[src/rtl/dmem_arb_pkg.sv]
// rtl/dmem_arb_pkg.sv - shared owner type, default sizes and saturating increment for the dmem arbiter
package dmem_arb_pkg;

  typedef enum logic [1:0] {
    OWN_NONE = 2'd0,
    OWN_CPU  = 2'd1,
    OWN_LD   = 2'd2
  } owner_t;

  localparam int DEF_N         = 32;
  localparam int DEF_A         = 32;
  localparam int DEF_MAX_BURST = 4;
  localparam int DEF_CW        = 16;

  function automatic logic [31:0] sat_inc(input logic [31:0] v, input logic [31:0] lim);
    return (v >= lim) ? lim : v + 32'd1;
  endfunction

endpackage

[src/rtl/dmem_arbiter_rr_pick2.sv]
// rtl/dmem_arbiter_rr_pick2.sv - two-way round-robin picker, one-hot grant (bit0 = CPU, bit1 = loader)
module rr_pick2 (
  input  logic [1:0] req,
  input  logic       last,
  output logic [1:0] gnt
);

  // last=1 means requester 1 owned the most recent grant, so requester 0 wins a tie.
  always_comb begin
    gnt = 2'b00;
    case (req)
      2'b01:   gnt = 2'b01;
      2'b10:   gnt = 2'b10;
      2'b11:   gnt = last ? 2'b01 : 2'b10;
      default: gnt = 2'b00;
    endcase
  end

endmodule

[src/rtl/dmem_arbiter.sv]
// rtl/dmem_arbiter.sv - shares dmem between the CPU data port and the loader port
import dmem_arb_pkg::*;

module dmem_arbiter #(
  parameter int N         = DEF_N,
  parameter int A         = DEF_A,
  parameter int MAX_BURST = DEF_MAX_BURST,
  parameter int CW        = DEF_CW
) (
  input  logic          clk,
  input  logic          reset,
  input  logic          cpu_req,
  input  logic          cpu_we,
  input  logic [A-1:0]  cpu_addr,
  input  logic [N-1:0]  cpu_wdata,
  output logic          cpu_gnt,
  output logic          cpu_stall,
  output logic [N-1:0]  cpu_rdata,
  input  logic          ld_req,
  input  logic          ld_lock,
  input  logic          ld_we,
  input  logic [A-1:0]  ld_addr,
  input  logic [N-1:0]  ld_wdata,
  output logic          ld_gnt,
  output logic [N-1:0]  ld_rdata,
  output logic          mem_we,
  output logic [A-1:0]  mem_addr,
  output logic [N-1:0]  mem_wdata,
  input  logic [N-1:0]  mem_rdata,
  output logic [CW-1:0] stall_cnt
);

  localparam int BW = (MAX_BURST < 1) ? 1 : $clog2(MAX_BURST + 1);
  localparam logic [BW-1:0] BEAT_MAX = BW'(MAX_BURST);

  owner_t        r_last_owner;
  logic [BW-1:0] r_beat_cnt;
  logic [CW-1:0] r_stall_cnt;

  owner_t        w_owner;
  logic          w_lock;
  logic [1:0]    w_pick;

  rr_pick2 u_pick (
    .req  ({ld_req, cpu_req}),
    .last (r_last_owner == OWN_LD),
    .gnt  (w_pick)
  );

  // A held lock yields once the burst limit is hit, but only if the CPU is actually waiting.
  assign w_lock = (r_beat_cnt != '0) && ld_req && ((r_beat_cnt < BEAT_MAX) || !cpu_req);

  always_comb begin
    w_owner = OWN_NONE;
    if (reset)          w_owner = OWN_NONE;
    else if (w_lock)    w_owner = OWN_LD;
    else if (w_pick[0]) w_owner = OWN_CPU;
    else if (w_pick[1]) w_owner = OWN_LD;
  end

  always_comb begin
    mem_we    = 1'b0;
    mem_addr  = '0;
    mem_wdata = '0;
    case (w_owner)
      OWN_CPU: begin
        mem_we    = cpu_we;
        mem_addr  = cpu_addr;
        mem_wdata = cpu_wdata;
      end
      OWN_LD: begin
        mem_we    = ld_we;
        mem_addr  = ld_addr;
        mem_wdata = ld_wdata;
      end
      default: ;
    endcase
  end

  assign cpu_gnt   = (w_owner == OWN_CPU);
  assign ld_gnt    = (w_owner == OWN_LD);
  assign cpu_stall = cpu_req && !cpu_gnt && !reset;
  assign cpu_rdata = cpu_gnt ? mem_rdata : '0;
  assign ld_rdata  = ld_gnt ? mem_rdata : '0;
  assign stall_cnt = r_stall_cnt;

  always_ff @(posedge clk or posedge reset) begin
    if (reset) begin
      r_last_owner <= OWN_LD;
      r_beat_cnt   <= '0;
      r_stall_cnt  <= '0;
    end else begin
      case (w_owner)
        OWN_LD: begin
          r_last_owner <= OWN_LD;
          r_beat_cnt   <= ld_lock ? BW'(sat_inc(32'(r_beat_cnt), 32'(MAX_BURST))) : '0;
        end
        OWN_CPU: begin
          r_last_owner <= OWN_CPU;
          r_beat_cnt   <= '0;
        end
        default: r_beat_cnt <= '0;
      endcase
      if (cpu_stall && (r_stall_cnt != {CW{1'b1}}))
        r_stall_cnt <= r_stall_cnt + 1'b1;
    end
  end

endmodule

[config.mk]
export PLATFORM = sky130hd
export DESIGN_NAME = dmem_arbiter
export DESIGN_NICKNAME = d
export VERILOG_FILES = /design/src/rtl/dmem_arb_pkg.sv /design/src/rtl/dmem_arbiter_rr_pick2.sv /design/src/rtl/dmem_arbiter.sv
export SDC_FILE = /design/constraint.sdc
export NUM_CORES = 1
export LEC_CHECK = 0
export ABC_AREA = 1
export BUFFER_PORTS_ARGS = -buffer_cell sky130_fd_sc_hd__buf_2
export CAP_MARGIN = 20
export CORE_AREA = 2 2 124 126
export CTS_BUF_LIST = sky130_fd_sc_hd__clkbuf_4
export CTS_CLUSTER_DIAMETER = 80
export CTS_CLUSTER_SIZE = 24
export DETAILED_ROUTE_END_ITERATION = 8
export DIE_AREA = 0 0 126 128
export MAX_ROUTING_LAYER = met4
export PLACE_DENSITY = 0.56
export SLEW_MARGIN = 20
export SYNTH_ARGS = -nofsm -noshare
export SYNTH_HDL_FRONTEND = slang
export SYNTH_SLANG_ARGS = --single-unit
[constraint.sdc]
create_clock -name clk -period 2.84 [get_ports clk]
set_input_delay 0 -clock clk [delete_from_list [all_inputs] [get_ports clk]]
set_output_delay 0 -clock clk [all_outputs]
set_load 0.01 [all_outputs]
==> impl_metrics.env, run 1 <==
export IMPL_status="complete, no violations"
export IMPL_grt_pass1_wl_um=19700
export IMPL_worstHoldStart="cpu_req"
export IMPL_powerDensity_nw_per_um2=300
export IMPL_synth_top_cells_by_area="a32o_1 25%, nand2_1 20%, dfrtp_1 19%, inv_1 12%, nor2_4 3.0%"
export IMPL_ctsLongestPathBuffers=2
export IMPL_grt_usage_pct=16.4
export IMPL_setup_viol=0
export IMPL_rr_startpoint="r_beat_cnt[0]"
export IMPL_die_h_um=128
export IMPL_postCtsSetupBuffers=0
export IMPL_cap_violations=0
export IMPL_period_minus_slack_ps=2620
export IMPL_synth_top_area_share_pct=24.6
export IMPL_max_vdd_ir_drop_mv=0.136
export IMPL_synth_area_leader_cell="a32o_1"
export IMPL_final_nets=882
export IMPL_final_util_pct=29.8
export IMPL_initial_core_util_pct=17.8
export IMPL_finalWirelength_um=14300
export IMPL_globalRoute_totalOverflow=0
export IMPL_tightestPinTransition_ps=596
export IMPL_fillers=1674
export IMPL_dp_hpwl_um=11800
export IMPL_numCtsBuffers=3
export IMPL_htreeDepth=1
export IMPL_vias_per_cell=4.41
export IMPL_place_gp_congestion=0.798
export IMPL_synth_seq_area_share_pct=19.9
export IMPL_grt_max_degree=68
export IMPL_p_leak_nw=2.99
export IMPL_cts_sinks=21
export IMPL_max_freq_mhz=381
export IMPL_rsz0062_at_grt="true"
export IMPL_skew_ps=8.87
export IMPL_total_power_mw=1.33
export IMPL_crit_type="flip-flop to output pin"
export IMPL_port_buffers=314
export IMPL_clk_latency_ps=320
export IMPL_synth_avg_cell_area_um2=6.44
export IMPL_min_path_type="input pin to flip-flop"
export IMPL_drt_pass1_iterations=5
export IMPL_final_cells=896
export IMPL_syn_inst=411
export IMPL_syn_area_um2=2650
export IMPL_ys_seq_elements=21
export IMPL_clockRootBuffer="clkbuf_4"
export IMPL_final_layout_size_suffix_gt1_share_pct=49.0
export IMPL_path_max_fanout=67
export IMPL_period_share_pct=92.4
export IMPL_synth_nets=584
export IMPL_drt_initial_drc_count=208
export IMPL_slew_viol_final=0
export IMPL_area_delta_synth_final_pct=67.4
export IMPL_antenna_found_initial=0
export IMPL_chipWidth_um=126
export IMPL_ios=315
export IMPL_antenna_cells=0
export IMPL_die_area_um2=16100
export IMPL_clk_pin_slew_ps=130
export IMPL_hold_viol=0
export IMPL_startpoint_type="flip-flop"
export IMPL_drc=0
export IMPL_cts_resized=0
export IMPL_worstPathArrival_ps=2620
export IMPL_place_area_um2=4390
export IMPL_dp_cells=890
export IMPL_cts_tree="yes"
export IMPL_ys_types=27
export IMPL_endpoint_kind="output pin"
export IMPL_grt_pass1_vias=3419
export IMPL_vias=3953
export IMPL_yosys_warnings=0
export IMPL_crit_required_ps=2840
export IMPL_core_um2=14900
export IMPL_final_area_um2=4430
export IMPL_relSlewSlack_pct=60.3
export IMPL_rows=45
export IMPL_wl_per_cell_um=16.0
export IMPL_ant_nets=0
export IMPL_finalSetupTns_ps=0
export IMPL_crit_start="r_beat_cnt[0]"
[logic make-up after synthesis]
| family | after synthesis | synth area share, % |
|---|---|---|
| xor gates and xnor gates | 5 | 1.65 |
| DFF | 21 | 19.9 |
| and+or+nand+nor | 189 | 31.7 |
| adders and majority gates | 6 | 2.84 |
| AOI/OAI and AO/OA | 71 | 25.9 |
| buffers and inverters | 119 | 18.1 |
[power breakdown]
group	leakage [nW]	total (mW)	switching, mW	internal [mW]
clock network	0.0177	0.155	0.103	0.0527
logic	2.70	0.792	0.469	0.323
registers	0.279	0.381	0.0451	0.336
[timing repair]
item                                    CTS  global route
hold endpoints to repair                 23             0
endpoints found under the setup margin    0            11
hold buffers                              2             0
[per-stage QoR]
| step | setup slack, ps | hold slack (ps) |
|---|---|---|
| 2_1_floorplan | 675 | -7.42 |
| 6_report | 216 | 245 |
| 3_3_place_gp | 295 | 142 |
| 5_1_grt | -29.4 | 284 |
| 3_5_place_dp | 584 | 141 |
| 4_1_cts | 192 | 233 |
[Yosys cell counts (all sizes together)]
master	n
nand2	142
inv	89
a32o	65
nor2	28
dfrtp	20
buf	15
clkbuf	15
nand3	11
ha	6
nand4	4
o21ai	4
xor2	3
nand3b	2
nor3	2
xnor2	2
a21boi	1
dfstp	1
o21bai	1
[placed cells by master, fill, tap and decap left out, drive strengths merged]
master,count
nand3,11
xor2,3
nand3b,2
inv,89
nand4,4
buf,321
nor2,28
clkinv,1
clkbuf,3
a32o,65
nand2,142
xnor2,2
dfstp,1
o21bai,1
o21ai,4
ha,6
a21boi,1
dfrtp,20
dlygate4sd3,2
nor3,2
[metal layers]
layer | global-route usage, % | wire [um] | vias up
li1 | - | - | 1946
met1 | 18.3 | 5240 | 1789
met2 | 31.5 | 7970 | 208
met3 | 1.92 | 904 | 10
met4 | 2.91 | 204 | 0
met5 | - | 0 | -
[area by class of cell]
class	instances	area, um2	share of cell area, %
tap	188	235	5.31
clock buffer	3	22.5	0.508
sequential	21	527	11.9
multi-input combinational	271	1650	37.3
timing repair buffer	323	1660	37.4
clock inverter	1	5.00	0.113
inverter	89	334	7.54
[final timing paths]
kind	end	slack [ps]	depth (start not counted)
setup / recovery	mem_wdata[24]	220	12
hold / removal	stall_cnt[5]	240	7
setup reg to reg	r_last_owner[1]	740	12
hold reg to reg	r_beat_cnt[0]	470	1
max in group asynchronous	r_last_owner[1]	2220	4
min in group asynchronous	r_last_owner[0]	330	4
[critical path, cell delays in order, from the launching register on]
cell and delay (ps):
dfrtp_1 420, inv_1 70, ha_1 140, inv_1 40
nor2_1 110, nor2_1 60, nor3_1 210, inv_1 110
ha_2 330, nor2_4 130, buf_12 250, a32o_1 230
buf_2 150
[sequential cells by signal (all words and copies together) (netlist names)]
name / flops
r_last_owner: 2
stall_cnt: 16
r_beat_cnt: 3
No activity file was read; power rests on OpenSTA's default activity.
==> run 2: changes to the inputs <==
BUFFER_PORTS_ARGS = -buffer_cell sky130_fd_sc_hd__clkbuf_2   (was -buffer_cell sky130_fd_sc_hd__buf_2)
==> run 2 against run 1 <==
  * Non-clock buffer count increased by 4
  * Setup slack improved by 61 ps
  * Hold slack better by 30 ps
  * Critical path depth did not move
  * Final cell count rose by 0.45%
  * Die area unchanged
  * Clock skew down 7.8 ps
==> impl_metrics.env, run 2 (synthesized netlist as in run 1, its figures left out) <==
export IMPL_status="complete, no violations"
export IMPL_fillers=1685
export IMPL_ant_nets=0
export IMPL_period_minus_slack_ps=2560
export IMPL_final_nets=886
export IMPL_antenna_cells=0
export IMPL_crit_type="flip-flop to output pin"
export IMPL_total_power_mw=1.37
export IMPL_finalWirelength_um=14800
export IMPL_vias_per_cell=4.32
export IMPL_setup_viol=0
export IMPL_startpoint_type="flip-flop"
export IMPL_area_delta_synth_final_pct=71.5
export IMPL_final_cells=900
export IMPL_period_share_pct=90.2
export IMPL_ios=315
export IMPL_drt_initial_drc_count=230
export IMPL_cap_violations=0
export IMPL_largest_register_ff_count=16
export IMPL_port_buffers=314
export IMPL_wl_per_cell_um=16.4
export IMPL_min_path_type="input pin to output pin"
export IMPL_powerDensity_nw_per_um2=301
export IMPL_p_leak_nw=2.96
export IMPL_tightestPinTransition_ps=333
export IMPL_finalSetupTns_ps=0
export IMPL_initial_core_util_pct=17.8
export IMPL_final_util_pct=30.5
export IMPL_die_h_um=128
export IMPL_clockRootBuffer="clkbuf_4"
export IMPL_chipWidth_um=126
export IMPL_max_freq_mhz=390
export IMPL_final_area_um2=4540
export IMPL_clk_pin_slew_ps=120
export IMPL_htreeDepth=1
export IMPL_vias=3890
export IMPL_hold_viol=0
export IMPL_cts_sinks=21
export IMPL_numCtsBuffers=3
export IMPL_drc=0
export IMPL_skew_ps=1.03
export IMPL_globalRoute_totalOverflow=0
export IMPL_max_vdd_ir_drop_mv=0.125
export IMPL_grt_max_degree=68
export IMPL_grt_pass1_vias=3331
export IMPL_place_gp_congestion=0.785
export IMPL_antenna_found_initial=0
export IMPL_relSlewSlack_pct=77.8
export IMPL_place_area_um2=4400
export IMPL_worstPathArrival_ps=2560
export IMPL_dp_slack_ps=526
export IMPL_endpoint_kind="output pin"
export IMPL_dp_hpwl_um=11900
export IMPL_fin_ws_ps=277
export IMPL_slew_viol_final=0
export IMPL_drt_pass1_iterations=4
export IMPL_die_area_um2=16100
export IMPL_rows=45
export IMPL_core_um2=14900
export IMPL_final_layout_size_suffix_gt1_share_pct=49.3
export IMPL_crit_required_ps=2840
export IMPL_dp_cells=890
export IMPL_whs_ps=275
export IMPL_clk_latency_ps=310
export IMPL_mostFrequentLayoutCell="clkbuf_2"
export IMPL_grt_pass1_wl_um=19500
export IMPL_rsz0062_at_grt="false"
export IMPL_cts_tree="yes"
export IMPL_grt_usage_pct=16.1
export IMPL_ctsLongestPathBuffers=2
export IMPL_layout_common_cells="314 x clkbuf_2, 138 x nand2_1, 87 x inv_1, 65 x a32o_1, 20 x dfrtp_1"
export IMPL_path_max_fanout=33
## run 2: layout make-up
class | instances | area (um2) | area share (%)
multi-input cells | 271 | 1660 | 36.5
inverters | 89 | 334 | 7.36
clock buffers | 4 | 30.0 | 0.662
well taps | 188 | 235 | 5.18
repair buffers | 327 | 1760 | 38.7
flip-flops and latches | 21 | 527 | 11.6
## run 2: critical path: stages, from the launching register on
cell and delay (ps):
dfrtp_1 420, inv_1 70, ha_1 140, inv_1 40, nor2_1 110, nor2_1 80, nor3_2 170, inv_1 90
ha_1 360, inv_2 90, buf_6 240, a32o_1 270, clkbuf_2 160
## run 2: per-layer routing
layer,vias up,routed length (um),GRT usage [%]
met5,-,0,-
met4,0,72,1.62
met3,4,926,1.84
met2,199,8260,31.3
met1,1740,5530,18.4
li1,1947,-,-
## run 2: report_power, final
part	switching, mW	leakage [nW]	internal, mW
Combinational	0.482	2.66	0.342
Sequential	0.0454	0.279	0.336
Clock	0.0981	0.0184	0.0644
Total	0.626	2.96	0.742
## run 2: final timing paths
check                                    from  cells after the start  slack [ps]              end
max in group asynchronous               reset                      4        2250  r_last_owner[1]
worst min-delay path            mem_rdata[21]                      4         270    cpu_rdata[21]
worst max register to register  r_beat_cnt[0]                     12         740  r_last_owner[0]
worst max-delay path            r_beat_cnt[0]                     12         280    mem_wdata[30]
worst min register to register  r_beat_cnt[0]                      1         480    r_beat_cnt[0]
min in group asynchronous               reset                      4         310  r_last_owner[0]
## run 2: timing repair
action,CTS,global route
gates resized for setup,0,3
hold buffers,2,0
hold endpoints to repair,23,0
buffers inserted,0,1
endpoints found under the setup margin,0,65
==> run 3: changes to the inputs <==
PLACE_DENSITY = not set   (was 0.56)
PLACE_DENSITY_LB_ADDON = 0.25   (was not set)
==> run 3 against run 2 <==
  * Critical path depth grew 1
  * Total power grew 2.2%
  * Sequential power is essentially flat
  * Flip-flop and latch count is the same
  * Core utilization grew 0.067 points
  * Fmax shrank 0.43%
  * Register-to-register slack lost 60 ps
  * Combinational power grew 3.6%
  * Die area is the same
  * Critical path type unchanged
  * Largest cell class unchanged
==> impl_metrics.env, run 3 (synthesized netlist as in run 1, its figures left out) <==
export IMPL_status="complete, no violations"
export IMPL_slew_viol_final=0
export IMPL_path_max_fanout=21
export IMPL_largest_register_ff_count=16
export IMPL_globalRoute_totalOverflow=0
export IMPL_drt_pass1_iterations=4
export IMPL_fillers=1686
export IMPL_ant_nets=0
export IMPL_grt_usage_pct=18.0
export IMPL_drc=0
export IMPL_max_vdd_ir_drop_mv=0.113
export IMPL_layout_common_cells="314 x clkbuf_2, 138 x nand2_1, 87 x inv_1, 64 x a32o_1, 20 x dfrtp_1"
export IMPL_final_util_pct=30.6
export IMPL_dp_slack_ps=414
export IMPL_fin_ws_ps=266
export IMPL_tightestPinTransition_ps=338
export IMPL_final_area_um2=4550
export IMPL_endpoint_kind="output pin"
export IMPL_hold_viol=0
export IMPL_final_layout_size_suffix_gt1_share_pct=49.4
export IMPL_area_delta_synth_final_pct=71.8
export IMPL_grt_pass1_vias=3492
export IMPL_port_buffers=314
export IMPL_mostFrequentLayoutCell="clkbuf_2"
export IMPL_ios=315
export IMPL_worstPathArrival_ps=2570
export IMPL_grt_max_degree=67
export IMPL_period_share_pct=90.6
export IMPL_dp_hpwl_um=13100
export IMPL_powerDensity_nw_per_um2=307
export IMPL_final_nets=885
export IMPL_place_area_um2=4400
export IMPL_period_minus_slack_ps=2570
export IMPL_chipWidth_um=126
export IMPL_relSlewSlack_pct=77.5
export IMPL_cts_sinks=21
export IMPL_p_leak_nw=2.96
export IMPL_grt_pass1_wl_um=21500
export IMPL_max_freq_mhz=389
export IMPL_setup_viol=0
export IMPL_core_um2=14900
export IMPL_clockRootBuffer="clkbuf_4"
export IMPL_antenna_found_initial=0
export IMPL_multi_input_area_um2=1660
export IMPL_crit_required_ps=2840
export IMPL_clk_latency_ps=310
export IMPL_vias=3922
export IMPL_finalSetupTns_ps=0
export IMPL_antenna_cells=0
export IMPL_die_area_um2=16100
export IMPL_initial_core_util_pct=17.8
export IMPL_register_area_um2=527
export IMPL_ctsLongestPathBuffers=2
export IMPL_die_h_um=128
export IMPL_finalWirelength_um=15900
export IMPL_wl_per_cell_um=17.7
export IMPL_rows=45
export IMPL_startpoint_type="flip-flop"
export IMPL_drt_initial_drc_count=198
export IMPL_cap_violations=0
export IMPL_clk_pin_slew_ps=130
export IMPL_min_path_type="input pin to output pin"
export IMPL_vias_per_cell=4.36
export IMPL_crit_type="flip-flop to output pin"
export IMPL_htreeDepth=1
export IMPL_numCtsBuffers=3
export IMPL_skew_ps=7.69
export IMPL_place_gp_congestion=0.815
export IMPL_cts_tree="yes"
export IMPL_rsz0062_at_grt="false"
-- run 3: cell count changes in the layout (fill, tap and decap cells not counted), sizes merged --
cell / change
buf: -1
-- run 3: critical path: stages, from the launching register on --
cell and delay (ps):
dfrtp_1 420, inv_1 60, ha_1 140, inv_1 40, nor2_1 110, nor2_1 70
nor3_2 150, inv_1 90, ha_1 370, nor2_4 220, buf_12 140, clkbuf_16 170
a32o_1 140, clkbuf_2 150
-- run 3: worst paths after layout --
kind                               start  cells after the start         endpoint  slack, ps
max                        r_beat_cnt[0]                     13     mem_wdata[7]        270
min                        mem_rdata[11]                      4    cpu_rdata[11]        270
max reg2reg                r_beat_cnt[0]                     12  r_last_owner[0]        680
min reg2reg                r_beat_cnt[0]                      1    r_beat_cnt[0]        470
max in group asynchronous          reset                      4  r_last_owner[1]       2250
min in group asynchronous          reset                      4    r_beat_cnt[0]        310
-- run 3: area by class of cell --
type,count,area share [%]
clock buffer,4,0.660
timing repair buffer,326,38.8
inverter,89,7.40
sequential,21,11.6
multi-input combinational,271,36.4
tap,188,5.17
-- run 3: metrics by stage --
step / cells / power [mW] / hold slack [ps]
6_report: 899 / 1.40 / 275
5_1_grt: 899 / 1.51 / 281
4_1_cts: 896 / 1.38 / 262
3_5_place_dp: 890 / 1.20 / 112
3_3_place_gp: 890 / 1.21 / 106
2_1_floorplan: 411 / 0.805 / -7.42
-- run 3: where the power goes --
group / internal (mW) / switching [mW] / leakage [nW]
Combinational: 0.355 / 0.500 / 2.66
Sequential: 0.336 / 0.0448 / 0.279
Clock: 0.0643 / 0.0985 / 0.0184
Total: 0.754 / 0.643 / 2.96
-- run 3: repair_timing --
action / in CTS / in global routing
hold endpoints to repair: 23 / 0
gates resized for setup: 0 / 9
hold buffers: 2 / 0
setup buffers: 0 / 1
endpoints found under the setup margin: 0 / 61
-- run 3: metal layers --
metal  GRT usage [%]  vias up  part of all wire [%]
li1                -     1947                     -
met1            18.3     1793                    34
met2            37.5      172                    59
met3            2.17       10                   5.2
met4            1.87        0                   1.4
met5               -        -                     0
